`src/rtl/serial_sub_pkg.sv`:
```
// Shared state encoding and sizing helper for the bit-serial subtractor.
package serial_sub_pkg;

    typedef enum logic [1:0] {
        ST_IDLE  = 2'd0,
        ST_SHIFT = 2'd1,
        ST_DONE  = 2'd2
    } state_t;

    // Bits needed for a counter that can hold 0..width.
    function automatic int cnt_width(input int width);
        return $clog2(width + 1);
    endfunction

endpackage

```
`src/rtl/full_subtractor.sv`:
```
// Single-bit full subtractor: diff = a - b - borrow_in, combinational.
module full_subtractor (
    input  logic a,
    input  logic b,
    input  logic borrow_in,
    output logic diff,
    output logic borrow_out
);

    assign diff       = a ^ b ^ borrow_in;
    assign borrow_out = (~a & b) | (~(a ^ b) & borrow_in);

endmodule

```
`src/rtl/serial_subtractor.sv`:
```
// Bit-serial WIDTH-bit subtractor (a - b - borrow_in), LSB first, start/done handshake.
// Optional signed overflow output enabled by defining SERIAL_SUBTRACTOR_OVERFLOW_EN.
module serial_subtractor
    import serial_sub_pkg::*;
#(
    parameter int WIDTH = 8
) (
    input  logic             clk,
    input  logic             rst,
    input  logic             start,
    input  logic [WIDTH-1:0] a,
    input  logic [WIDTH-1:0] b,
    input  logic             borrow_in,
    output logic             busy,
    output logic             done,
    output logic [WIDTH-1:0] diff,
    output logic             borrow_out
`ifdef SERIAL_SUBTRACTOR_OVERFLOW_EN
    ,
    output logic             overflow
`endif
);

    localparam int CNT_W = cnt_width(WIDTH);

    state_t           state;
    state_t           state_next;
    logic [WIDTH-1:0] a_sr;
    logic [WIDTH-1:0] b_sr;
    logic [WIDTH-2:0] res_sr;
    logic [WIDTH-1:0] res_ext;
    logic             br;
    logic [CNT_W-1:0] cnt;
    logic             bit_d;
    logic             bit_br;
    logic             last_bit;

    full_subtractor u_cell (
        .a          (a_sr[0]),
        .b          (b_sr[0]),
        .borrow_in  (br),
        .diff       (bit_d),
        .borrow_out (bit_br)
    );

    // Partial result keeps only the upper WIDTH-1 bits; the new bit completes the word.
    assign res_ext  = {bit_d, res_sr};
    assign last_bit = (cnt == CNT_W'(WIDTH - 1));

    always_ff @(posedge clk) begin
        if (rst) begin
            state <= ST_IDLE;
        end else begin
            state <= state_next;
        end
    end

    always_comb begin
        state_next = state;
        busy       = 1'b0;
        done       = 1'b0;
        case (state)
            ST_IDLE: begin
                if (start) begin
                    state_next = ST_SHIFT;
                end
            end
            ST_SHIFT: begin
                busy = 1'b1;
                if (last_bit) begin
                    state_next = ST_DONE;
                end
            end
            ST_DONE: begin
                done       = 1'b1;
                state_next = ST_IDLE;
            end
            default: begin
                state_next = ST_IDLE;
            end
        endcase
    end

    always_ff @(posedge clk) begin
        if (rst) begin
            a_sr       <= '0;
            b_sr       <= '0;
            res_sr     <= '0;
            br         <= 1'b0;
            cnt        <= '0;
            diff       <= '0;
            borrow_out <= 1'b0;
        end else begin
            case (state)
                ST_IDLE: begin
                    if (start) begin
                        a_sr <= a;
                        b_sr <= b;
                        br   <= borrow_in;
                        cnt  <= '0;
                    end
                end
                ST_SHIFT: begin
                    a_sr   <= a_sr >> 1;
                    b_sr   <= b_sr >> 1;
                    res_sr <= res_ext[WIDTH-1:1];
                    br     <= bit_br;
                    cnt    <= cnt + CNT_W'(1);
                    if (last_bit) begin
                        diff       <= res_ext;
                        borrow_out <= bit_br;
                    end
                end
                default: begin
                end
            endcase
        end
    end

`ifdef SERIAL_SUBTRACTOR_OVERFLOW_EN
    // On the final shift the operand MSBs sit at bit 0 of the shift registers.
    always_ff @(posedge clk) begin
        if (rst) begin
            overflow <= 1'b0;
        end else if (state == ST_SHIFT && last_bit) begin
            overflow <= (a_sr[0] ^ b_sr[0]) & (a_sr[0] ^ bit_d);
        end
    end
`endif

endmodule

```
`config.mk`:
```
export PLATFORM = sky130hd
export DESIGN_NAME = serial_subtractor
export DESIGN_NICKNAME = d
export VERILOG_FILES = /design/src/rtl/serial_sub_pkg.sv /design/src/rtl/full_subtractor.sv /design/src/rtl/serial_subtractor.sv
export SDC_FILE = /design/constraint.sdc
export NUM_CORES = 1
export LEC_CHECK = 0
export ABC_AREA = 1
export BUFFER_PORTS_ARGS = -buffer_cell sky130_fd_sc_hd__clkbuf_2
export CAP_MARGIN = 15
export CORE_MARGIN = 5
export CORE_UTILIZATION = 55
export CTS_BUF_LIST = sky130_fd_sc_hd__clkbuf_2
export CTS_CLUSTER_SIZE = 12
export DETAILED_ROUTE_END_ITERATION = 8
export HOLD_SLACK_MARGIN = 0.08
export PLACE_DENSITY = 0.76
export SYNTH_ARGS = -nofsm -noshare
export SYNTH_HDL_FRONTEND = slang
export SYNTH_SLANG_ARGS = --single-unit
```
`constraint.sdc`:
```
create_clock -name clk -period 2.7 [get_ports clk]
set_clock_uncertainty 0.1 [all_clocks]
set_input_delay 0.27 -clock clk [delete_from_list [all_inputs] [get_ports clk]]
set_output_delay 0.27 -clock clk [all_outputs]
set_load 0.01 [all_outputs]
```
-- Word level (Yosys, flattened, before mapping)
Index checks and enable logic that the tools add are counted.
- register bits: 39
- output and inout bits: 11
- reductions and logical operators: 5
- multiplexer cells: 13
- bitwise logic cells: 7
- equal/unequal tests: 5
- $add $sub $neg: 1
- operators by type and width (cell ; count):
    $pmux W8 S2 ; 2
    $mux W8 ; 2
    $pmux W4 S2 ; 1
    $reduce_and A2 Y1 ; 3
    $add A4 B1 Y4 const B ; 1
    $eq A4 B3 Y1 const B ; 1
    $mux W2 ; 2
    $mux W4 ; 1
    $ne A2 B2 Y1 const B ; 2
    $pmux W2 S2 ; 1
    $mux W1 ; 3
    $and A1 B1 Y1 ; 2
    $eq A2 B1 Y1 const B ; 1
    $eq A2 B2 Y1 const B ; 1
    $logic_not A2 Y1 ; 1
    $not A1 Y1 ; 2
    $pmux W1 S2 ; 1
    $reduce_bool A2 Y1 ; 1
    $xor A1 B1 Y1 ; 2
    $or A1 B1 Y1 ; 1

-- Logic depth before layout (Yosys ltp)
Gate-level depths: netlist of the first run.
- word-level depth: 5
- depth in mapped cells: 7
- depth with buffers taken out: 7

-- Modules after synthesis
A second synthesis of the first run with hierarchy kept.
- cell total of the unflattened synthesis: 252
- area, all modules: 1771.7 sq um
- by module, submodules not included (module ; area each (sq um) ; cells each ; instances):
    serial_subtractor ; 1740.4 ; 248 ; 1
    full_subtractor ; 31.3 ; 4 ; 1

-- Least setup slack after synthesis of the first run
Ideal clock, no wire load.
- path type: register to register
- start: reg cnt[0]
- end: reg diff[2]
- setup time: 0.064 ns
- cell stages (with the launch flop): 8
- slack: 1.415 ns
- path buffers: 0
- clock period less this slack: 1.285 ns
- arrival: 1.121 ns
- cells stage by stage: dfxtp_1 ha_1 nand2_1 nor2_4 nand2_4 clkinv_2 nor2_1 nor2_1
- cells in the longest elaborated chain, start to end: 2
- ends and longest elaborated chain (element ; RTL line ; source):
    start, declared ; serial_subtractor.sv:33 ; logic [CNT_W-1:0] cnt;
    start signal, assigned ; serial_subtractor.sv:108 ; cnt <= cnt + CNT_W'(1);
    $eq A4 B3 Y1 ; serial_subtractor.sv:48 ; assign last_bit = (cnt == CNT_W'(WIDTH - 1));
    $reduce_and A2 Y1 (no source line) ; n/a ;
    end signal, assigned ; serial_subtractor.sv:110 ; diff <= res_ext;
    end, declared ; serial_subtractor.sv:16 ; output logic [WIDTH-1:0] diff,
No other way between the ends.
A chain may end at the register's enable or synchronous reset.

-- Worst setup path after layout of the first run
- start: reg state[0]
- end: out busy
- cells in the longest elaborated chain, start to end: 2
- ends and longest elaborated chain (element ; RTL line ; source):
    start, declared ; serial_subtractor.sv:26 ; state_t state;
    start signal, assigned ; serial_subtractor.sv:54 ; state <= state_next;
    $eq A2 B1 Y1 ; serial_subtractor.sv:62 ; case (state)
    $mux W1 ; serial_subtractor.sv:62 ;
    end, declared ; serial_subtractor.sv:14 ; output logic busy,
No other way between the ends.

==> impl_metrics.py, run 1 <==
metrics = {
    "placement": {
        "gp_congestion": 0.793,
        "io_buffers": 30,
        "post-dp-hpwl_mm": 2.54,
        "placement.cell_area_um2": 1920,
    },
    "clock_tree": {
        "numClockSinks": 39,
        "clkSlewWorstSetupHoldPaths_ns": 0.19,
        "cts_tree": "built",
        "cts_root_buffer": "clkbuf_2",
        "cts_buffers": 5,
        "clk_latency_ns": 0.39,
        "cts_repair_resize_count": 0,
        "max-clock-path-buffers": 2,
        "cts_setup_buffers": 0,
        "cts.htree.levels": 2,
    },
    "timing": {
        "fmaxAchievable_mhz": 494,
        "fin_tns_setup_ns": 0,
        "grt_setup_unrepaired": "no",
        "final_hold_viol_count": 0,
        "maxSlewHeadroom_pct": 65.5,
        "final_worst_path_period_share_pct": 74.9,
        "worst-slew-pin-transition_ns": 0.516,
        "finalMaxSlewViolations": 0,
        "time_the_worst_path_needs_with_i_o_delays_and_setup_ns": 2.02,
        "finalSetupViolCount": 0,
        "finalHoldWorstSlack_ns": 0.0998,
    },
    "detailed_routing": {
        "routed-via-count": 1570,
        "drtPass1Iterations": 4,
        "wl_per_cell_um": 10.9,
        "route.met3.wl_um": 211,
        "dr.max_layer_used": "met4",
        "route.met2.wl_mm": 1.72,
        "ant_nets": 0,
        "routed_metal_1_wire_length_mm": 1.56,
        "drc_errors": 0,
        "drt_first_iter_violations": 117,
        "viasPerCell": 4.80,
        "route.final.wire_length_mm": 3.57,
    },
    "yosys": {
        "yosys_warnings": 0,
        "synthesized_instance_count": 248,
        "ys_types": 24,
        "synth_top_cells_by_area": "dfxtp_1 45%, nand2_1 13%, nor2_1 13%",
        "synth_top_area_cell": "dfxtp_1",
        "synth_seq_area_share_pct": 44.6,
        "syn-cell-area_um2": 1750,
        "postSynthRegisterBits": 39,
        "post-synth-top-area-fraction_pct": 44.6,
        "mappedNetlistNets": 270,
        "syn_area_per_cell_um2": 7.05,
    },
    "floorplanning": {
        "initial_utilization_pct": 57.3,
        "dieWidth_um": 66.4,
        "die_area_um2": 4410,
        "number_of_i_o_pins": 31,
        "core_area_um2": 3050,
        "rows": 20,
        "chipHeight_um": 66.4,
    },
    "grt": {
        "grt_first_pass_wirelength_mm": 6.20,
        "grt_overflow_total": 0,
        "pin_count_of_the_biggest_net_entering_global_routing": 20,
        "number_of_global_route_vias_before_repair": 1462,
        "antenna_found_initial": 0,
        "global_route.usage.total_pct": 18.5,
    },
    "power_and_ir_drop": {
        "power.ir.vdd_worst_mv": 0.237,
        "power_density_nw_per_um2": 518,
        "leakagePower_nw": 0.952,
        "design_power_total_w": 0.00104,
    },
    "final_layout": {
        "n_antenna_cell": 0,
        "area_delta_synth_final_pct": 15.2,
        "final_nets": 305,
        "mostFrequentLayoutCells": "61 x nand2_1, 59 x nor2_1, 39 x dfxtp_1",
        "final_layout_size_suffix_gt1_share_pct": 18.0,
        "final_common_cell": "nand2_1",
        "post-route-cell-area_um2": 2010,
    },
    "critical_path": {
        "cp-start-kind": "flip-flop",
        "crit_path_end_kind": "output pin",
        "worstPathArrival_ns": 1.65,
        "worst_r2r_path_depth": 7,
        "reg2reg_setup_slack_ns": 1.10,
        "critPathMaxFanout": 19,
        "r2r_end": "diff[3]$_SDFFE_PP0P_",
        "worst_ep_required_time_ns": 2.33,
        "critPathKind": "flip-flop to output pin",
        "worst_r2r_startpoint": "state[0]$_SDFFE_PP0P_",
    },
    "hold_path": {
        "timing.hold.worst.start": "a[4]",
        "holdPathEnd": "a_sr[4]$_SDFFE_PP0P_",
        "worstHoldPathCells": 5,
        "holdCritPathClass": "input port to flip-flop",
    },
    "run_status": {
        "outcome": "finished, final reports clean",
    },
    "job": {
        "maxCapViolCount": 0,
    },
}
-- worst max-delay path, stage by stage, from the launching register on --
cell and delay (ns):
dfxtp_1 0.46, inv_2 0.05, nor2_2 0.39, buf_12 0.22, clkbuf_2 0.14
-- synthesized netlist by cell type (all sizes together) --
library cell / number
buf: 7
fa: 1
a21oi: 2
clkbuf: 4
o21ai: 13
nand2: 66
nor2: 62
ha: 1
nand4: 2
nand3: 26
dfxtp: 39
inv: 17
nand3b: 7
clkinv: 1
-- worst max-delay path by stage --
stage | start | end | slack [ns]
detailed placement | state[0]$_SDFFE_PP0P_ | busy | 1.13
global placement | state[0]$_SDFFE_PP0P_ | busy | 1.14
CTS | state[0]$_SDFFE_PP0P_ | busy | 0.67
finish | state[0]$_SDFFE_PP0P_ | busy | 0.68
floorplan | cnt[0]$_SDFFE_PP0P_ | diff[2]$_SDFFE_PP0P_ | 1.41
global route | state[0]$_SDFFE_PP0P_ | busy | 0.53
-- layout make-up --
class                      instances  area (µm²)
multi-input combinational        180         831
clock inverter                     2        8.76
inverter                          18        68.8
fill                             298        1040
sequential                        39         781
tap                               44        55.1
timing repair buffer              39         245
clock buffer                       5        25.0
-- power breakdown --
group          internal, W  leakage, nW  total [W]  switching [W]
clock network    0.0000548       0.0262   0.000240       0.000185
registers         0.000610        0.319   0.000632      0.0000220
logic            0.0000691        0.607   0.000172       0.000103
total             0.000734        0.952    0.00104       0.000310
-- sequential cells by signal (all words and copies together) (netlist names) --
signal	cells
res_sr	7
state	2
borrow_out	1
cnt	4
br	1
diff	8
b_sr	8
a_sr	8
-- logic make-up (layout without fill, tap and decap cells) --
kind of cell	Yosys count	after routing	synth area share [%]
flip-flops	39	39	44.6
AND/OR/NAND/NOR	163	163	40.9
adder cells (fa/ha/maj)	2	2	1.86
AO/OA/AOI/OAI	15	15	4.72
buffers and inverters	29	64	7.87
-- layer usage --
layer,global-route usage [%],vias to the layer above
met3,5.95,10
met2,32.3,55
li1,-,842
met4,6.09,0
met1,21.1,663
met5,0,-
-- per-stage QoR --
step	instances	util, %	setup WS (ns)
global route	327	66.0	0.532
CTS	325	65.3	0.672
floorplan	248	-	1.41
finish	327	66.0	0.677
detailed placement	314	62.9	1.13
global placement	314	62.9	1.14
-- timing repair --
item	CTS	global route
setup endpoints to repair	0	0
endpoints found under the hold margin	4	2
hold buffers	4	2
(Power assumes the default switching activity.)
==> inputs of run 2 (changes only) <==
- ABC_AREA: 1 -> 0
- CORE_UTILIZATION: 55 -> 51
- PLACE_DENSITY: 0.76 -> 0.74
- clock period: 2.7 -> 1.8 ns (I/O delays scaled with it)
==> run 2 against run 1 <==
  * Flip-flop and latch count unchanged
  * Sequential power up 47%
  * Utilization up 1.6 points
  * Final cell count shrank 14%
  * Largest cell class unchanged
  * Largest power group unchanged
  * Clock power up 110%
  * Critical path depth is 1 lower
  * Hold slack better by 0.11 ns
  * Sequential share of layout area down 1.5 points
  * Register-to-register slack got worse by 0.82 ns
==> impl_metrics.py, run 2 <==
metrics = {
    "timing": {
        "time_the_worst_path_needs_with_i_o_delays_and_setup_ns": 1.60,
        "final_worst_path_period_share_pct": 89.1,
        "finalSetupViolCount": 0,
        "final_hold_viol_count": 0,
        "maxSlewHeadroom_pct": 48.0,
        "fin_tns_setup_ns": 0,
        "fmaxAchievable_mhz": 623,
        "worst-slew-pin-transition_ns": 0.781,
        "finalHoldWorstSlack_ns": 0.207,
        "finalMaxSlewViolations": 0,
        "grt_setup_unrepaired": "no",
    },
    "final_layout": {
        "final_common_cell": "dfxtp_1",
        "n_antenna_cell": 0,
        "final_layout_size_suffix_gt1_share_pct": 24.6,
        "post-route-cell-area_um2": 2100,
        "area.sequential_um2": 782,
        "multi_input_area_um2": 793,
        "final_core_utilization_pct": 67.6,
        "final_nets": 257,
        "largest_registers": "a_sr: 8 flops, b_sr: 8 flops, diff: 8 flops",
        "fillers": 270,
        "mostFrequentLayoutCells": "38 x dfxtp_1, 35 x clkbuf_2, 28 x nor2_1",
        "area_delta_synth_final_pct": 24.1,
    },
    "placement": {
        "io_buffers": 30,
        "post-dp-hpwl_mm": 2.39,
        "gp_congestion": 0.735,
        "placement.cell_area_um2": 1830,
    },
    "grt": {
        "number_of_global_route_vias_before_repair": 1433,
        "global_route.usage.total_pct": 17.8,
        "grt_first_pass_wirelength_mm": 6.24,
        "grt_overflow_total": 0,
        "antenna_found_initial": 0,
        "pin_count_of_the_biggest_net_entering_global_routing": 40,
    },
    "floorplanning": {
        "core_area_um2": 3100,
        "dieWidth_um": 67.6,
        "number_of_i_o_pins": 31,
        "initial_utilization_pct": 54.4,
        "rows": 20,
        "chipHeight_um": 67.6,
        "die_area_um2": 4560,
    },
    "power_and_ir_drop": {
        "leakagePower_nw": 0.834,
        "design_power_total_w": 0.00165,
        "power_density_nw_per_um2": 788,
        "power.ir.vdd_worst_mv": 0.437,
    },
    "clock_tree": {
        "cts.htree.levels": 2,
        "numClockSinks": 39,
        "clkSlewWorstSetupHoldPaths_ns": 0.19,
        "cts_tree": "built",
        "cts_root_buffer": "clkbuf_2",
        "clk_latency_ns": 0.38,
        "cts_buffers": 5,
        "max-clock-path-buffers": 2,
    },
    "yosys": {
        "async_reset_ff_share_pct": 0,
        "synth.top_cells.by_count": "39 x dfxtp_1, 28 x nor2_1, 19 x nand2_1",
        "synth_enable_flop_cells": 0,
        "ys_types": 31,
        "synth_top_flop_cell": "dfxtp_1",
        "synth_top_area_cell": "dfxtp_1",
        "yosys_warnings": 0,
        "synth.most_common_cell": "dfxtp_1",
        "syn-cell-area_um2": 1690,
        "synthesized_instance_count": 190,
        "synth_top_cells_by_area": "dfxtp_1 46%, a211oi_1 7.1%, nor2_1 6.2%",
        "mappedNetlistNets": 212,
        "syn_area_per_cell_um2": 8.89,
        "postSynthRegisterBits": 39,
        "post-synth-top-area-fraction_pct": 46.2,
        "synth_seq_area_share_pct": 46.2,
    },
    "critical_path": {
        "critPathMaxFanout": 14,
        "cp-start-kind": "flip-flop",
        "crit_path_end_kind": "output pin",
        "worstPathArrival_ns": 1.32,
        "critPathKind": "flip-flop to output pin",
        "worst_ep_required_time_ns": 1.52,
    },
    "detailed_routing": {
        "ant_nets": 0,
        "drt_first_iter_violations": 133,
        "drtPass1Iterations": 4,
        "routed-via-count": 1519,
        "wl_per_cell_um": 13.2,
        "viasPerCell": 5.43,
        "route.final.wire_length_mm": 3.69,
        "drc_errors": 0,
    },
    "hold_path": {
        "holdCritPathClass": "input port to flip-flop",
    },
    "job": {
        "maxCapViolCount": 0,
    },
    "run_status": {
        "outcome": "finished, final reports clean",
    },
}
[run 2: cell count changes in the layout (fill, tap and decap cells not counted), moves of 8 or more]
cell           previous run  this run
nand2_1                  61        19
nor2_1                   59        28
a211oi_1                  0        16
a21oi_1                   0        16
nand3_1                  26        10
inv_1                    16         3
dlygate4sd3_1             6        17
o21ai_0                  12         1
o2bb2ai_1                 0        10
a21bo_2                   0         8
[run 2: per-stage QoR]
stage | setup WS, ns | std cells
floorplan | 0.427 | 190
CTS | 0.0263 | 276
finish | 0.196 | 280
global route | 0.0630 | 280
detailed placement | 0.295 | 252
global placement | 0.347 | 252
[run 2: worst max-delay path: stages, from the launching register on]
cell and delay [ns]:
dfxtp_1 0.51, nand2b_2 0.16, clkinv_4 0.13, clkbuf_2 0.14
[run 2: layout make-up]
type	count	share of cell area (%)
inverters	5	1.31
clock buffers	5	1.19
repair inverters	1	0.239
flip-flops and latches	39	37.3
repair buffers	52	17.7
clock inverters	3	1.85
multi-input cells	131	37.8
well taps	44	2.63
[run 2: routing by layer]
layer	global-route usage [%]	share of wire, %
met4	6.08	1.1
met1	20.4	41
met2	31.1	52
met3	5.32	5.4
met5	0	0
[run 2: final timing paths]
| path | from | to | slack [ns] | cells after the start |
|---|---|---|---|---|
| worst max-delay path | state[0]$_SDFFE_PP0P_ | busy | 0.20 | 3 |
| worst min-delay path | start | b_sr[4]$_SDFFE_PP0P_ | 0.21 | 3 |
| worst max register to register | state[0]$_SDFFE_PP0P_ | a_sr[2]$_SDFFE_PP0P_ | 0.28 | 4 |
| worst min register to register | res_sr[4]$_SDFFE_PP0P_ | res_sr[3]$_SDFFE_PP0P_ | 0.37 | 2 |
[run 2: what timing repair did]
action | 4_1_cts | 5_1_grt
hold buffers | 16 | 1
gates resized for setup | 0 | 5
endpoints found under the setup margin | 0 | 2
endpoints found under the hold margin | 16 | 1
setup buffers | 0 | 2
[run 2: logic make-up (layout without fill, tap and decap cells)]
| kind of cell | Yosys count | count (layout) | synth area share [%] |
|---|---|---|---|
| compound gates | 65 | 65 | 28.7 |
| fa+ha+maj | 2 | 2 | 1.93 |
| buf+inv | 20 | 66 | 6.96 |
| flops | 39 | 39 | 46.2 |
| simple gates | 64 | 64 | 16.2 |
[run 2: report_power, final]
part           internal [W]  switching [W]  leakage, nW
sequential         0.000905      0.0000250        0.320
clock              0.000229       0.000272       0.0404
combinational      0.000104       0.000118        0.474
total               0.00124       0.000415        0.834
==> inputs of run 3 (changes only) <==
- RECOVER_POWER: not set -> 25
==> run 3 against run 2 <==
  * Clock-buffer cell count stayed put
  * Combinational power is essentially flat
  * Wire length grew 0.54%
  * Utilization shrank 0.36 points
  * Critical path depth is 1 higher
  * Non-clock buffer count stayed put
  * Hold slack got worse by 0.00079 ns
  * Largest cell class unchanged
  * Largest power group unchanged
==> impl_metrics.py, run 3 (synthesis results as in run 2) <==
metrics = {
    "critical_path": {
        "critPathKind": "flip-flop to flip-flop",
        "critPathMaxFanout": 14,
        "max_stage_delay_ns": 0.43,
        "worst_ep_required_time_ns": 1.96,
        "crit_path_end_kind": "flip-flop",
        "critical_path.n_buffers_inverters": 1,
        "worstPathArrival_ns": 1.77,
        "worst_r2r_startpoint": "state[1]$_SDFFE_PP0P_",
        "crit_family": "simple AND/OR/NAND/NOR gates",
        "cp-start-kind": "flip-flop",
        "reg2reg_setup_slack_ns": 0.19,
        "r2r_end": "diff[6]$_SDFFE_PP0P_",
        "critical_path.slowest_cell": "dfxtp_2",
        "worstPathCellList": "nand2b_2 -> clkinvlp_2 -> nand3_1 -> a21oi_2",
        "worst_r2r_path_depth": 4,
    },
    "grt": {
        "number_of_global_route_vias_before_repair": 1433,
        "top_usage_layer": "met2",
        "grt_overflow_total": 0,
        "met1_usage_pct": 20.4,
        "global_route.usage.met2_pct": 31.1,
        "antenna_found_initial": 0,
        "grt_first_pass_wirelength_mm": 6.24,
        "global_route.usage.met3_pct": 5.32,
        "pin_count_of_the_biggest_net_entering_global_routing": 40,
        "global_route.usage.total_pct": 17.8,
    },
    "hold_path": {
        "holdPathEnd": "b_sr[4]$_SDFFE_PP0P_",
        "timing.hold.worst.start": "start",
        "holdCritPathClass": "input port to flip-flop",
        "worstHoldPathCells": 3,
    },
    "detailed_routing": {
        "route.final.wire_length_mm": 3.71,
        "drtPass1Iterations": 4,
        "wl_per_cell_um": 13.2,
        "routed-via-count": 1527,
        "drc_errors": 0,
        "ant_nets": 0,
        "drt_first_iter_violations": 133,
        "viasPerCell": 5.45,
    },
    "clock_tree": {
        "clkSlewWorstSetupHoldPaths_ns": 0.19,
        "clk_latency_ns": 0.38,
        "numClockSinks": 39,
        "cts_root_buffer": "clkbuf_2",
        "cts_buffers": 5,
        "cts_tree": "built",
        "cts.htree.levels": 2,
        "max-clock-path-buffers": 2,
    },
    "floorplanning": {
        "die_area_um2": 4560,
        "initial_utilization_pct": 54.4,
        "number_of_i_o_pins": 31,
        "chipHeight_um": 67.6,
        "dieWidth_um": 67.6,
        "core_area_um2": 3100,
        "rows": 20,
    },
    "final_layout": {
        "finalNonFillerCells": 280,
        "final_core_utilization_pct": 67.2,
        "largest_registers": "a_sr: 8 flops, b_sr: 8 flops, diff: 8 flops",
        "final_nets": 257,
        "mostFrequentLayoutCells": "38 x dfxtp_1, 28 x nor2_1, 26 x clkbuf_2",
        "fillers": 274,
        "n_antenna_cell": 0,
        "final_layout_size_suffix_gt1_share_pct": 20.8,
        "area_delta_synth_final_pct": 23.5,
        "final_common_cell": "dfxtp_1",
    },
    "power_and_ir_drop": {
        "power.ir.vdd_worst_mv": 0.438,
        "power_density_nw_per_um2": 792,
        "leakagePower_nw": 0.798,
    },
    "placement": {
        "post-dp-hpwl_mm": 2.39,
        "gp_congestion": 0.735,
        "placed_cells_incl_taps": 252,
        "io_buffers": 30,
    },
    "timing": {
        "fmaxAchievable_mhz": 620,
        "worst-slew-pin-transition_ns": 0.783,
        "finalSetupViolCount": 0,
        "finalMaxSlewViolations": 0,
        "time_the_worst_path_needs_with_i_o_delays_and_setup_ns": 1.61,
        "grt_setup_unrepaired": "no",
        "fin_tns_setup_ns": 0,
        "final_worst_path_period_share_pct": 89.6,
        "maxSlewHeadroom_pct": 47.8,
        "final_hold_viol_count": 0,
    },
    "job": {
        "maxCapViolCount": 0,
    },
    "run_status": {
        "outcome": "finished, final reports clean",
    },
}
-- run 3: cell count changes in the layout (fill, tap and decap cells not counted) --
| cell | before | now |
|---|---|---|
| clkbuf_1 | 0 | 9 |
| clkbuf_2 | 35 | 26 |
| clkinv_2 | 2 | 1 |
| clkinvlp_2 | 0 | 1 |
-- run 3: area by class of cell --
type	instances	area, µm²	area share [%]
clock inverter	3	38.8	1.86
timing repair buffer	52	359	17.2
multi-input combinational	131	793	38.0
tap	44	55.1	2.64
timing repair inverter	1	5.00	0.240
inverter	5	27.5	1.32
clock buffer	5	25.0	1.20
sequential	39	782	37.5
-- run 3: power by group --
part / internal, W / switching (W) / total (W)
Clock: 0.000229 / 0.000272 / 0.000500
Sequential: 0.000905 / 0.0000249 / 0.000930
Combinational: 0.000104 / 0.000118 / 0.000222
Total: 0.00124 / 0.000415 / 0.00165
-- run 3: worst max path at each step --
| stage | depth (start not counted) | start | end | slack (ns) |
|---|---|---|---|---|
| after floorplan | 6 | cnt[0]$_SDFFE_PP0P_ | borrow_out$_SDFFE_PP0P_ | 0.43 |
| after global placement | 5 | cnt[0]$_SDFFE_PP0P_ | borrow_out$_SDFFE_PP0P_ | 0.35 |
| after detailed placement | 5 | cnt[0]$_SDFFE_PP0P_ | borrow_out$_SDFFE_PP0P_ | 0.30 |
| after CTS | 3 | state[0]$_SDFFE_PP0P_ | busy | 0.03 |
| after global routing | 3 | state[1]$_SDFFE_PP0P_ | busy | 0.07 |
| final | 4 | state[1]$_SDFFE_PP0P_ | diff[6]$_SDFFE_PP0P_ | 0.19 |
-- run 3: what timing repair did --
| action | in CTS | in global routing |
|---|---|---|
| setup buffers | 0 | 2 |
| hold buffers | 16 | 1 |
| hold endpoints to repair | 16 | 1 |
| setup endpoints to repair | 0 | 2 |
| gates resized for setup | 0 | 5 |
-- run 3: tightest hold or removal path, stage by stage --
cell,delay (ns)
clkbuf_2,0.26
o2bb2ai_1,0.16
a211oi_1,0.06
-- run 3: metrics by stage --
| step | hold WS, ns | area (µm²) | worst slack (ns) | total power (W) |
|---|---|---|---|---|
| floorplan | 0.228 | 1690 | 0.427 | 0.00109 |
| global placement | 0.323 | 1830 | 0.347 | 0.00113 |
| detailed placement | 0.328 | 1830 | 0.295 | 0.00114 |
| CTS | 0.0848 | 2060 | 0.0263 | 0.00166 |
| global route | 0.175 | 2090 | 0.0661 | 0.00175 |
| finish | 0.206 | 2090 | 0.188 | 0.00165 |
-- run 3: layer usage --
metal | vias to the layer above | part of all wire, %
li1 | 765 | -
met1 | 729 | 42
met2 | 28 | 52
met3 | 5 | 5.3
met4 | 0 | 1.1
met5 | - | 0
